**src/rtl/regfile_pkg.sv**
```systemverilog
// Shared types and helpers for the register-file writeback path.
package regfile_pkg;

    localparam int XLEN = 32;
    localparam int NREG = 32;
    localparam int AW   = 5;

    // One pending register-file write.
    typedef struct packed {
        logic [AW-1:0]   addr;
        logic [XLEN-1:0] data;
    } wb_req_t;

    // One-hot register mask for a destination address.
    function automatic logic [NREG-1:0] addr_onehot(input logic [AW-1:0] addr);
        logic [NREG-1:0] oh;
        oh       = '0;
        oh[addr] = 1'b1;
        return oh;
    endfunction

endpackage

```
**src/rtl/wb_queue.sv**
```systemverilog
// Small FIFO of writeback requests. Besides head/empty/full it exports a
// mask of every register that one of its valid entries will write.
module wb_queue
    import regfile_pkg::*;
#(
    parameter int DEPTH = 2
) (
    input  logic            clk,
    input  logic            rst_n,
    input  logic            push,
    input  wb_req_t         push_req,
    input  logic            pop,
    output wb_req_t         head,
    output logic            empty,
    output logic            full,
    output logic [NREG-1:0] match
);

    localparam int CW = $clog2(DEPTH) + 1;
    localparam int PW = (DEPTH > 1) ? $clog2(DEPTH) : 1;
    localparam logic [CW-1:0] DEPTH_C = CW'(DEPTH);
    localparam logic [PW-1:0] LAST_C  = PW'(DEPTH - 1);

    wb_req_t          mem [DEPTH];
    logic [DEPTH-1:0] vld;
    logic [PW-1:0]    wr_ptr;
    logic [PW-1:0]    rd_ptr;
    logic [CW-1:0]    count;
    logic             do_push;
    logic             do_pop;

    // DEPTH need not be a power of two, so wrap with an explicit compare.
    function automatic logic [PW-1:0] next_ptr(input logic [PW-1:0] p);
        return (p == LAST_C) ? '0 : p + 1'b1;
    endfunction

    assign empty   = (count == '0);
    assign full    = (count == DEPTH_C);
    assign do_push = push & ~full;
    assign do_pop  = pop & ~empty;
    assign head    = mem[rd_ptr];

    // Control state: pointers, occupancy and per-entry valid bits.
    always_ff @(posedge clk or negedge rst_n) begin
        if (!rst_n) begin
            wr_ptr <= '0;
            rd_ptr <= '0;
            count  <= '0;
            vld    <= '0;
        end else begin
            if (do_push) begin
                wr_ptr      <= next_ptr(wr_ptr);
                vld[wr_ptr] <= 1'b1;
            end
            if (do_pop) begin
                rd_ptr      <= next_ptr(rd_ptr);
                vld[rd_ptr] <= 1'b0;
            end
            case ({do_push, do_pop})
                2'b10:   count <= count + 1'b1;
                2'b01:   count <= count - 1'b1;
                default: count <= count;
            endcase
        end
    end

    // Entry storage; validity is tracked separately so no reset is needed.
    always_ff @(posedge clk) begin
        if (do_push) begin
            mem[wr_ptr] <= push_req;
        end
    end

    // Registers targeted by any entry still waiting in this queue.
    always_comb begin
        match = '0;
        for (int i = 0; i < DEPTH; i++) begin
            if (vld[i]) begin
                match = match | addr_onehot(mem[i].addr);
            end
        end
    end

endmodule

```
**src/rtl/regfile_wb_arbiter.sv**
```systemverilog
// Shares the register file write port between the in-order ALU writeback
// (req0) and the long-latency unit (req1). Each side is queued, a
// round-robin arbiter retires one write per cycle through a registered
// output stage, and a pending mask covers every write not yet committed.
module regfile_wb_arbiter #(
    parameter int XLEN  = regfile_pkg::XLEN,
    parameter int NREG  = regfile_pkg::NREG,
    parameter int AW    = regfile_pkg::AW,
    parameter int DEPTH = 2
) (
    input  logic            clk,
    input  logic            rst_n,
    input  logic            req0_valid,
    output logic            req0_ready,
    input  logic [AW-1:0]   req0_addr,
    input  logic [XLEN-1:0] req0_data,
    input  logic            req1_valid,
    output logic            req1_ready,
    input  logic [AW-1:0]   req1_addr,
    input  logic [XLEN-1:0] req1_data,
    output logic            wb_we,
    output logic [AW-1:0]   wb_addr,
    output logic [XLEN-1:0] wb_data,
    output logic [NREG-1:0] pending,
    output logic            idle
);

    import regfile_pkg::*;

    wb_req_t         q0_in;
    wb_req_t         q1_in;
    wb_req_t         q0_head;
    wb_req_t         q1_head;
    logic            q0_empty;
    logic            q0_full;
    logic            q1_empty;
    logic            q1_full;
    logic [NREG-1:0] q0_match;
    logic [NREG-1:0] q1_match;
    logic [NREG-1:0] wb_oh;
    logic            push0;
    logic            push1;
    logic            gnt0;
    logic            gnt1;
    // 0: req0 was granted last, 1: req1 was granted last.
    logic            last_grant;

    // Ready depends on state only, so a full queue stays closed even while it pops.
    assign req0_ready = ~q0_full;
    assign req1_ready = ~q1_full;

    // Writes to x0 complete the handshake but never enter a queue.
    assign push0 = req0_valid & req0_ready & (req0_addr != '0);
    assign push1 = req1_valid & req1_ready & (req1_addr != '0);

    assign q0_in = '{addr: req0_addr, data: req0_data};
    assign q1_in = '{addr: req1_addr, data: req1_data};

    wb_queue #(.DEPTH(DEPTH)) u_q0 (
        .clk      (clk),
        .rst_n    (rst_n),
        .push     (push0),
        .push_req (q0_in),
        .pop      (gnt0),
        .head     (q0_head),
        .empty    (q0_empty),
        .full     (q0_full),
        .match    (q0_match)
    );

    wb_queue #(.DEPTH(DEPTH)) u_q1 (
        .clk      (clk),
        .rst_n    (rst_n),
        .push     (push1),
        .push_req (q1_in),
        .pop      (gnt1),
        .head     (q1_head),
        .empty    (q1_empty),
        .full     (q1_full),
        .match    (q1_match)
    );

    // Round robin on the heads: on a tie the side not granted last wins.
    assign gnt0 = ~q0_empty & (q1_empty | last_grant);
    assign gnt1 = ~q1_empty & (q0_empty | ~last_grant);

    // Output stage: the granted head drives the register file next cycle.
    always_ff @(posedge clk or negedge rst_n) begin
        if (!rst_n) begin
            wb_we      <= 1'b0;
            wb_addr    <= '0;
            wb_data    <= '0;
            last_grant <= 1'b1;
        end else begin
            wb_we <= gnt0 | gnt1;
            if (gnt0) begin
                wb_addr    <= q0_head.addr;
                wb_data    <= q0_head.data;
                last_grant <= 1'b0;
            end else if (gnt1) begin
                wb_addr    <= q1_head.addr;
                wb_data    <= q1_head.data;
                last_grant <= 1'b1;
            end
        end
    end

    // A write stays pending until the edge that commits it to the register file.
    assign wb_oh   = wb_we ? addr_onehot(wb_addr) : '0;
    assign pending = q0_match | q1_match | wb_oh;
    assign idle    = q0_empty & q1_empty & ~wb_we;

endmodule

```
**config.mk**
```make
export PLATFORM = sky130hd
export DESIGN_NAME = regfile_wb_arbiter
export DESIGN_NICKNAME = d
export VERILOG_FILES = /design/src/rtl/regfile_pkg.sv /design/src/rtl/wb_queue.sv /design/src/rtl/regfile_wb_arbiter.sv
export SDC_FILE = /design/constraint.sdc
export NUM_CORES = 1
export LEC_CHECK = 0
export CORE_UTILIZATION = 54
export CTS_BUF_LIST = sky130_fd_sc_hd__clkbuf_16
export CTS_CLUSTER_DIAMETER = 200
export DETAILED_ROUTE_END_ITERATION = 6
export GPL_ROUTABILITY_DRIVEN = 0
export HOLD_SLACK_MARGIN = 0.08
export PLACE_DENSITY_LB_ADDON = 0.2
export REMOVE_ABC_BUFFERS = 1
export SETUP_SLACK_MARGIN = 0.05
export SLEW_MARGIN = 20
export SYNTH_ARGS = -nofsm -noshare
export SYNTH_HDL_FRONTEND = slang
export SYNTH_SLANG_ARGS = --single-unit
```
**constraint.sdc**
```tcl
create_clock -name clk -period 3.6 [get_ports clk]
set_input_delay 0.72 -clock clk [delete_from_list [all_inputs] [get_ports clk]]
set_output_delay 0.72 -clock clk [all_outputs]
set_load 0.005 [all_outputs]
```
==> results of run 1 <==
cells in the final DEF (no fill, tap or decap), drive strengths merged, types with 5 or more instances in the layout:
cell type	n
edfxtp	148
nor4b	5
nor2	24
and4bb	11
clkinv	6
o22ai	28
nand2	17
mux2i	37
mux2	37
a32oi	5
or2	5
a211oi	37
inv	10
clkdlybuf4s50	149
xnor2	8
a22oi	21
nor3	80
nand4	8
nand3	16
clkbuf	17
dfrtp	50
or3	12
nand2b	17
nand4b	16
nor2b	9
a211o	41
buf	13
flip-flops by register name (all words and copies together), names as in the netlist, 2 cells and up:
signal	cells
u_q1.vld	2
u_q1.mem	74
u_q0.mem	74
u_q0.vld	2
u_q1.count	2
wb_data	32
u_q0.count	2
wb_addr	5
layout make-up:
class                           instances  area [sq um]
Sequential cell                       199          5727
Fill cell                            1182          5505
Multi-Input combinational cell        467          3485
Timing Repair Buffer                  162          1639
Clock buffer                           17         425.4
Tap cell                              225         281.5
Clock inverter                         15         151.4
Inverter                                6         22.52
layer usage:
metal	routed length, um	vias to the layer above	GRT usage, %
li1	-	3159	-
met1	10030	3564	37.74
met2	12230	498	46.80
met3	2137	91	5.368
met4	882	0	12.48
met5	0	-	0
kinds of logic after synthesis:
family	after synthesis	share of synthesized area (%)
muxes	74	8.298
buffers and inverters	65	3.193
AOI/OAI and AO/OA	150	12.48
adders and majority gates	2	0.2638
and+or+nand+nor	231	14.51
DFF	199	60.33
xor gates and xnor gates	10	0.9235
worst max-delay path, stage by stage (launching register included):
cell             delay, ns
edfxtp_1              0.50
nor4b_1               0.78
a32oi_1               0.20
nand3_1               0.16
clkdlybuf4s50_1       0.51
metrics by stage:
stage	cell area (sq um)	hold WS [ns]	total power [mW]
after floorplan	9204	0.4244	6.100
after global placement	11080	0.4730	7.718
after detailed placement	11150	0.4938	7.959
after CTS	11730	0.3176	9.837
after global routing	11730	0.3322	10.32
final	11730	0.3159	9.843
cells in the mapped netlist (all sizes together), types with 2 or more instances:
cell / instances / share of area, %
or3: 12 / 0.79
nand4: 8 / 0.53
o211ai: 2 / 0.26
edfxtp: 148 / 47
or4: 3 / 0.28
buf: 31 / 1.8
and4bb: 11 / 1.5
and2: 3 / 0.20
nand3: 16 / 0.84
o2111a: 2 / 0.24
xnor2: 8 / 0.74
nand2b: 17 / 1.1
a22o: 3 / 0.28
o2111ai: 2 / 0.18
mux2: 37 / 4.4
nor2: 24 / 0.95
ha: 2 / 0.26
dfrtp: 50 / 13
a221oi: 2 / 0.18
nand4b: 16 / 1.5
o32ai: 3 / 0.28
nor4bb: 3 / 0.32
nor2b: 9 / 0.59
or2: 5 / 0.33
xor2: 2 / 0.18
a32oi: 5 / 0.46
nand2: 17 / 0.67
a211o: 41 / 3.8
a211oi: 37 / 2.9
nor3: 80 / 4.2
a22oi: 21 / 1.7
mux2i: 37 / 3.9
nor4b: 5 / 0.46
inv: 6 / 0.24
o22ai: 28 / 1.8
clkbuf: 28 / 1.2
worst paths after layout:
path,cells past startpoint,startpoint,slack [ns],end
max in group asynchronous,3,rst_n,2.55,u_q0.vld[0]$_DFF_PN0_
hold / removal,1,rst_n,0.32,wb_data[6]$_DFFE_PN0P_
min in group clk,1,u_q0.count[1]$_DFFE_PN0P_,0.50,u_q0.count[1]$_DFFE_PN0P_
hold reg to reg,1,u_q0.count[1]$_DFFE_PN0P_,0.50,u_q0.count[1]$_DFFE_PN0P_
setup reg to reg,4,u_q1.count[0]$_DFFE_PN0P_,1.14,wb_data[28]$_DFFE_PN0P_
setup / recovery,4,u_q1.mem[1][36]$_DFFE_PP_,0.31,pending[3]
where the power goes:
part	internal, mW	total (mW)	leakage (nW)	switching, mW
logic	1.93	3.93	1.98	2.00
registers	3.25	4.05	1.97	0.802
clock network	1.03	1.87	0.280	0.840
==> impl_metrics.env, run 1 <==
export IMPL_rsz0062_at_grt="false"
export IMPL_fmax_ghz=0.3035
export IMPL_hold_class="in -> async"
export IMPL_status="complete, no violations"
export IMPL_dpl_worst_slack_ns=0.7144
export IMPL_worst_slack_ns=0.3052
export IMPL_ys_async_sr_fraction_pct=25.63
export IMPL_setup_viol=0
export IMPL_nets=933
export IMPL_critPathLaunchType="flop"
export IMPL_setup_tns_ns=0
export IMPL_critical_path_arrival_ns=2.57
export IMPL_critPathMaxFanout=9
export IMPL_cts_buffers=17
export IMPL_vias_per_cell=6.702
export IMPL_h_tree_depth=4
export IMPL_cts_buffer_depth=2
export IMPL_hpwlAfterDp_mm=16.49
export IMPL_area_growth_syn_to_layout_pct=23.69
export IMPL_drv_slew=0
export IMPL_cts_hold_buf=0
export IMPL_yosysSeqAreaShare_pct=60.33
export IMPL_power_density_nw_per_um2=839.0
export IMPL_core_sq_um=17240
export IMPL_routed_via_count=7312
export IMPL_io_pins=151
export IMPL_rows=48
export IMPL_grt_overflow_total=0
export IMPL_placedCellCount=1059
export IMPL_antenna_found_initial=0
export IMPL_syn_area_sq_um=9484
export IMPL_post_cts_repair_setup_buffers=0
export IMPL_drt_iter0_drc=833
export IMPL_max_vdd_ir_drop_mv=0.6298
export IMPL_ys_warn_count=0
export IMPL_die_h_um=134.5
export IMPL_stdcell_count=1091
export IMPL_p_leak_nw=4.235
export IMPL_wl_per_cell_um=23.16
export IMPL_post_route_util_pct=68.06
export IMPL_grt_max_degree=41
export IMPL_clk_insertion_delay_late_ns=0.43
export IMPL_synthCells=731
export IMPL_finalHoldViolCount=0
export IMPL_die_width_um=134.5
export IMPL_crit_type="reg -> out"
export IMPL_cp_required_ns=2.88
export IMPL_synth_edff_count=148
export IMPL_cts_root_buffer="clkbuf_16"
export IMPL_initial_core_util_pct=55.02
export IMPL_cts_resized=0
export IMPL_max_slew_margin_rel_pct=29.67
export IMPL_io_buffer_count=150
export IMPL_clock_sinks=199
export IMPL_ant_nets=0
export IMPL_min_period_ns=3.295
export IMPL_grt_pass1_vias=7213
export IMPL_synth_area_per_cell_sq_um=12.97
export IMPL_worstMarginPinSlew_ns=1.055
export IMPL_wirelength_mm=25.27
export IMPL_drive_above_1_share_pct=13.05
export IMPL_end_kind="primary output"
export IMPL_insertedDiodeCount=0
export IMPL_clk_pin_slew_worst_paths_ns=0.07
export IMPL_drv_cap=0
export IMPL_synth_seq_cells=199
export IMPL_die_area_sq_um=18100
export IMPL_grtUsageTotal_pct=28.69
export IMPL_period_share_pct=91.52
export IMPL_cts_tree="yes"
export IMPL_synth_main_ff_cell="edfxtp_1"
export IMPL_fin_skew_ns=0.01093
export IMPL_drt_first_pass_iters=6
export IMPL_drc=0
export IMPL_synth_cell_types=52
export IMPL_grt_pass1_wl_mm=39.14
Note: power is estimated with default switching activity, not from simulation.
==> run 2, diff against run 1 <==
CTS_CLUSTER_DIAMETER = 80   (was 200)
==> results of run 2 <==
The final DEF is identical to that of run 1; final timing and power are the same.
